$ cat src/rtl/first_layer_delta_gen.sv
// first_layer_delta_gen
//   Backward-pass delta producer for one first-layer hidden neuron.
//   The error is gated by the ReLU derivative and scaled by 2^-LR_SHIFT with
//   saturation. One delta_weight is streamed per image pixel, and delta_bias
//   is also produced.
//   Optional feature macro: FIRST_DELTA_ZERO_SKIP_EN. When it is defined and
//   the scaled delta is zero, the burst is skipped and the block goes
//   straight to DONE.
//
//   Handshake: start_state5 is accepted only in IDLE. While busy, and in the
//   DONE cycle, it is ignored. delta_valid qualifies delta_weight for exactly
//   one cycle per pixel, with no back-pressure. update_first_layer flags the
//   first valid delta. end_state5 flags completion one cycle after the last
//   delta.
module first_layer_delta_gen #(
    parameter int NWBITS     = 16,
    parameter int NPIXEL     = 784,
    parameter int COUNT_BIT1 = 10,
    parameter int LR_SHIFT   = 8
) (
    input  logic                                 clk,
    input  logic                                 reset,
    input  logic                                 start_state5,
    input  logic signed [NWBITS+COUNT_BIT1-1:0]  hidden_neuron,
    input  logic signed [NWBITS+COUNT_BIT1-1:0]  back_error,
    output logic        [COUNT_BIT1-1:0]         pixel_addr,
    input  logic                                 pixel_data,
    output logic                                 update_first_layer,
    output logic signed [NWBITS-1:0]             delta_weight,
    output logic signed [NWBITS-1:0]             delta_bias,
    output logic                                 delta_valid,
    output logic                                 busy,
    output logic                                 end_state5,
    output logic        [2:0]                    state_dbg
);

    localparam int GW = NWBITS + COUNT_BIT1;
    localparam int CW = COUNT_BIT1 + 1;

    localparam logic [2:0] IDLE   = 3'd0;
    localparam logic [2:0] CALC   = 3'd1;
    localparam logic [2:0] FETCH  = 3'd2;
    localparam logic [2:0] STREAM = 3'd3;
    localparam logic [2:0] DONE   = 3'd4;

    // Symmetric saturation bounds, so negating the result can never overflow.
    localparam logic signed [GW-1:0] SAT_MAX = GW'((1 << (NWBITS - 1)) - 1);
    localparam logic signed [GW-1:0] SAT_MIN = -SAT_MAX;

    localparam logic [CW-1:0]         NPIX_C     = CW'(NPIXEL);
    localparam logic [CW-1:0]         LAST_ADDR  = CW'(NPIXEL - 1);
    localparam logic [COUNT_BIT1-1:0] FIRST_ADDR = (NPIXEL > 1) ? COUNT_BIT1'(1) : '0;

    logic [2:0]               state;
    logic signed [GW-1:0]     g_reg;
    logic signed [NWBITS-1:0] mag;
    // Index of the pixel whose data is on pixel_data during this cycle.
    logic [CW-1:0]            cnt;

    logic signed [GW-1:0]     scaled_full;
    logic signed [NWBITS-1:0] scaled_sat;
    logic signed [NWBITS-1:0] neg_sat;
    logic [CW-1:0]            addr_ahead;
    logic [CW-1:0]            addr_next;

    assign state_dbg = state;

    // Scale the gated error by the learning rate, then clamp it to the symmetric range.
    always_comb begin
        scaled_full = g_reg >>> LR_SHIFT;
        scaled_sat  = '0;
        if (scaled_full > SAT_MAX) begin
            scaled_sat = SAT_MAX[NWBITS-1:0];
        end else if (scaled_full < SAT_MIN) begin
            scaled_sat = SAT_MIN[NWBITS-1:0];
        end else begin
            scaled_sat = scaled_full[NWBITS-1:0];
        end
        neg_sat = -scaled_sat;
    end

    // The read address runs two pixels ahead of the data index. It is clamped at the last pixel.
    always_comb begin
        addr_ahead = cnt + CW'(2);
        addr_next  = (addr_ahead > LAST_ADDR) ? LAST_ADDR : addr_ahead;
    end

    // Control FSM plus the registered delta/address outputs.
    always_ff @(posedge clk or posedge reset) begin
        if (reset) begin
            state              <= IDLE;
            g_reg              <= '0;
            mag                <= '0;
            cnt                <= '0;
            pixel_addr         <= '0;
            update_first_layer <= 1'b0;
            delta_weight       <= '0;
            delta_bias         <= '0;
            delta_valid        <= 1'b0;
            busy               <= 1'b0;
            end_state5         <= 1'b0;
        end else begin
            update_first_layer <= 1'b0;
            end_state5         <= 1'b0;
            case (state)
                IDLE: begin
                    if (start_state5) begin
                        g_reg      <= (hidden_neuron > 0) ? back_error : '0;
                        cnt        <= '0;
                        pixel_addr <= '0;
                        busy       <= 1'b1;
                        state      <= CALC;
                    end
                end
                CALC: begin
                    mag <= neg_sat;
`ifdef FIRST_DELTA_ZERO_SKIP_EN
                    if (neg_sat == '0) begin
                        end_state5 <= 1'b1;
                        busy       <= 1'b0;
                        state      <= DONE;
                    end else begin
                        pixel_addr <= FIRST_ADDR;
                        state      <= FETCH;
                    end
`else
                    pixel_addr <= FIRST_ADDR;
                    state      <= FETCH;
`endif
                end
                FETCH: begin
                    // Pixel 0 data is present, so emit the first delta and the bias.
                    delta_weight       <= pixel_data ? mag : '0;
                    delta_valid        <= 1'b1;
                    update_first_layer <= 1'b1;
                    delta_bias         <= mag;
                    pixel_addr         <= addr_next[COUNT_BIT1-1:0];
                    cnt                <= cnt + CW'(1);
                    state              <= STREAM;
                end
                STREAM: begin
                    if (cnt < NPIX_C) begin
                        delta_weight <= pixel_data ? mag : '0;
                        delta_valid  <= 1'b1;
                        pixel_addr   <= addr_next[COUNT_BIT1-1:0];
                        cnt          <= cnt + CW'(1);
                    end else begin
                        delta_weight <= '0;
                        delta_valid  <= 1'b0;
                        pixel_addr   <= '0;
                        cnt          <= '0;
                        end_state5   <= 1'b1;
                        state        <= DONE;
                    end
                end
                DONE: begin
                    busy  <= 1'b0;
                    state <= IDLE;
                end
                default: begin
                    busy  <= 1'b0;
                    state <= IDLE;
                end
            endcase
        end
    end

endmodule
$ cat config.mk
export PLATFORM = sky130hd
export DESIGN_NAME = first_layer_delta_gen
export DESIGN_NICKNAME = d
export VERILOG_FILES = /design/src/rtl/first_layer_delta_gen.sv
export SDC_FILE = /design/constraint.sdc
export NUM_CORES = 1
export LEC_CHECK = 0
export CELL_PAD_IN_SITES_DETAIL_PLACEMENT = 0
export CELL_PAD_IN_SITES_GLOBAL_PLACEMENT = 1
export CORE_ASPECT_RATIO = 0.9
export CORE_MARGIN = 2
export CORE_UTILIZATION = 35
export CTS_CLUSTER_DIAMETER = 80
export CTS_CLUSTER_SIZE = 40
export DETAILED_ROUTE_END_ITERATION = 8
export PLACE_DENSITY_LB_ADDON = 0.1
export SYNTH_ARGS = -nofsm -noshare
export SYNTH_HDL_FRONTEND = slang
export SYNTH_SLANG_ARGS = --single-unit
$ cat constraint.sdc
create_clock -name clk -period 2.86 [get_ports clk]
set_clock_uncertainty 0.15 [all_clocks]
set_input_delay 0.286 -clock clk [delete_from_list [all_inputs] [get_ports clk]]
set_output_delay 0.286 -clock clk [all_outputs]
set_load 0.05 [all_outputs]
==> impl_metrics.tcl <==
set metrics [dict create \
    cpPeakStageDelay_ns 0.59 \
    crit_path_frequent_cell "a21oi_1" \
    drtPass1Iterations 4 \
    holdWs_ns 0.166 \
    endpoint "mag[10]" \
    htreeDepth 3 \
    postSynthCellCount 421 \
    grt_max_degree 75 \
    syn_area_sq_um 4440 \
    maxCapViolations 0 \
    outcome "finished clean" \
    cts-root-buf "clkbuf_16" \
    die_h_um 111 \
    cts_resized 0 \
    hold_path_class "input pin to async pin" \
    num_antenna_cells 0 \
    placed_cell_area_sq_um 5640 \
    period_needed_ns 2.64 \
    power.total_mw 3.34 \
    initialDrtViolationCount 179 \
    power_density_nw_per_um2 561 \
    clock_latency_ns 0.34 \
    reg2reg_depth 10 \
    yosysMostFrequentCell "dfrtp_1" \
    synth.top_cell.area_share 0.530 \
    track_usage 0.175 \
    cts.sink_count 94 \
    worst_path_max_delay_cell "or4_4" \
    nets 583 \
    worst_slew_pin_slew_ns 0.662 \
    wl_per_cell_um 16.1 \
    gp_congestion 0.844 \
    dpl_worst_slack_ns 0.167 \
    io_pins 105 \
    ir_drop_uv 272 \
    coreArea_sq_um 12500 \
    area_growth_pct 34.0 \
    cp.arrival_ns 2.71 \
    largest_reg_flops 18 \
    grt_pass1_wl_um 18500 \
    relSlewSlack 0.559 \
    drc_errors 0 \
    fillers 1194 \
    synthFlopType "dfrtp_1" \
    p_leak_nw 2.52 \
    cts.clk_slew.worst_paths_ns 0.07 \
    vias_per_cell 5.20 \
    end_kind "flip-flop" \
    antenna_found_initial 0 \
    yosys_warnings 0 \
    finalMaxSlewViolations 0 \
    syn_area_per_cell_sq_um 10.5 \
    cp_cell_sequence "or4_4 > nor3_4 > a31oi_2 > o21ai_0 > ha_1 > o211a_1 > buf_4 > a21oi_1 > a31oi_1 > a21oi_1" \
    cts_tree "done" \
    ant_nets 0 \
    netlist_top_cells_area "dfrtp_1 53%, a22o_1 6.9%, mux2_2 4.1%" \
    rrSetupSlack_ns 0.22 \
    ys_ff_latch 94 \
    grt_pass1_vias 3467 \
    yosys-top-cells-count "94 x dfrtp_1, 43 x nand2_1, 35 x a22o_1" \
    grt-ovfl-total 0 \
    finalSetupViolCount 0 \
    io_buffer_count 96 \
    drive_gt1_frac 0.121 \
    rsz0062_at_grt "no" \
    dieArea_sq_um 13600 \
    path_max_fanout 6 \
    crit_required_ns 2.93 \
    fin_crit_sh 0.922 \
    multi_input_area_sq_um 1940 \
    ys_async_sr_fraction 1.00 \
    hold_viol_final 0 \
    fin_area_sq_um 5950 \
    yosysTopAreaCell "dfrtp_1" \
    synth_cell_types 60 \
    setup_tns_ns 0 \
    wl_um 11200 \
    chipWidth_um 123 \
    regArea_sq_um 2350 \
    cts_buffer_depth 2 \
    cp-startpoint "g_reg[14]" \
    cts_buffers 9 \
    synth-edff-count 0 \
    synth_fp_nets 482 \
    vias 3596 \
    dp_hpwl_um 8060 \
    worstReg2RegStart "g_reg[14]" \
    start_util 0.354 \
    crit_path_start_kind "flip-flop" \
    r2r_end "mag[10]" \
    path_class "flip-flop to flip-flop" \
    yosysSeqAreaShare 0.530 \
    fin_ws_ns 0.223 \
    timing.fmax_ghz 0.379 \
    fp-row-count 39 \
]
-- report_power, final --
part           total [mW]  leakage [nW]  internal [mW]  switching [mW]
clock                1.16         0.134          0.625           0.536
sequential           1.52          1.12           1.43          0.0805
combinational       0.662          1.27          0.277           0.384
total                3.34          2.52           2.34            1.00
-- logic make-up after synthesis --
family,Yosys count,synth area share
muxes,17,0.0428
AOI/OAI and AO/OA,123,0.197
adders and majority gates,5,0.0141
DFF,94,0.530
buffers and inverters,35,0.0358
xor gates and xnor gates,15,0.0296
and+or+nand+nor,132,0.151
-- placed cells by master, fill, tap and decap left out, drive strengths merged, types with 2 or more instances in the layout --
master,count
a211o,2
buf,21
nand2,43
xnor2,10
a21oi,22
nand3,9
inv,10
mux2,16
ha,5
o21ai,23
dfrtp,94
nand4,5
nor2b,2
o2111ai,2
clkinvlp,4
o2bb2ai,2
xor2,5
a22o,35
o21bai,2
a21o,4
o22ai,2
clkdlybuf4s50,96
a22oi,2
nor4,12
nor3b,3
a41oi,4
and2,4
and3,3
nand4b,3
nor2,31
nor3,9
or3,2
a32o,2
clkbuf,10
a31oi,11
-- worst min path at each step --
stage / end / slack (ns)
after floorplan: g_reg[10] / 0.27
after global placement: pixel_addr[9] / 0.31
after detailed placement: pixel_addr[9] / 0.32
after CTS: g_reg[18] / 0.17
after global routing: g_reg[19] / 0.19
final: state_dbg[0] / 0.17
-- worst max-delay path: cells and delay by family (launching register included) --
kind                       cells  cell delay (ns)
AOI/OAI and AO/OA              6             0.82
buffers and inverters          1             0.16
adders and majority gates      1             0.19
DFF                            1             0.37
and+or+nand+nor                2             0.82
-- layout make-up --
type                       count  area share
inverter                       8     0.00568
timing repair buffer         117       0.190
clock buffer                  10      0.0402
multi-input combinational    292       0.326
sequential                    94       0.395
clock inverter                 6     0.00862
tap                          164      0.0345
-- through the flow --
step | util | std cells
floorplan | - | 421
global placement | 0.450 | 673
detailed placement | 0.450 | 673
CTS | 0.473 | 689
global route | 0.474 | 691
finish | 0.474 | 691
-- metal layers --
layer / vias to the layer above / global-route usage / part of all wire
li1: 1750 / - / -
met1: 1725 / 0.272 / 0.52
met2: 113 / 0.235 / 0.40
met3: 8 / 0.0432 / 0.066
met4: 0 / 0.0552 / 0.0089
met5: - / 0 / 0
-- what timing repair did --
action	CTS	global route
setup buffers	0	2
hold buffers	0	0
endpoints found under the setup margin	0	3
Power figures use the tool's default switching activity.
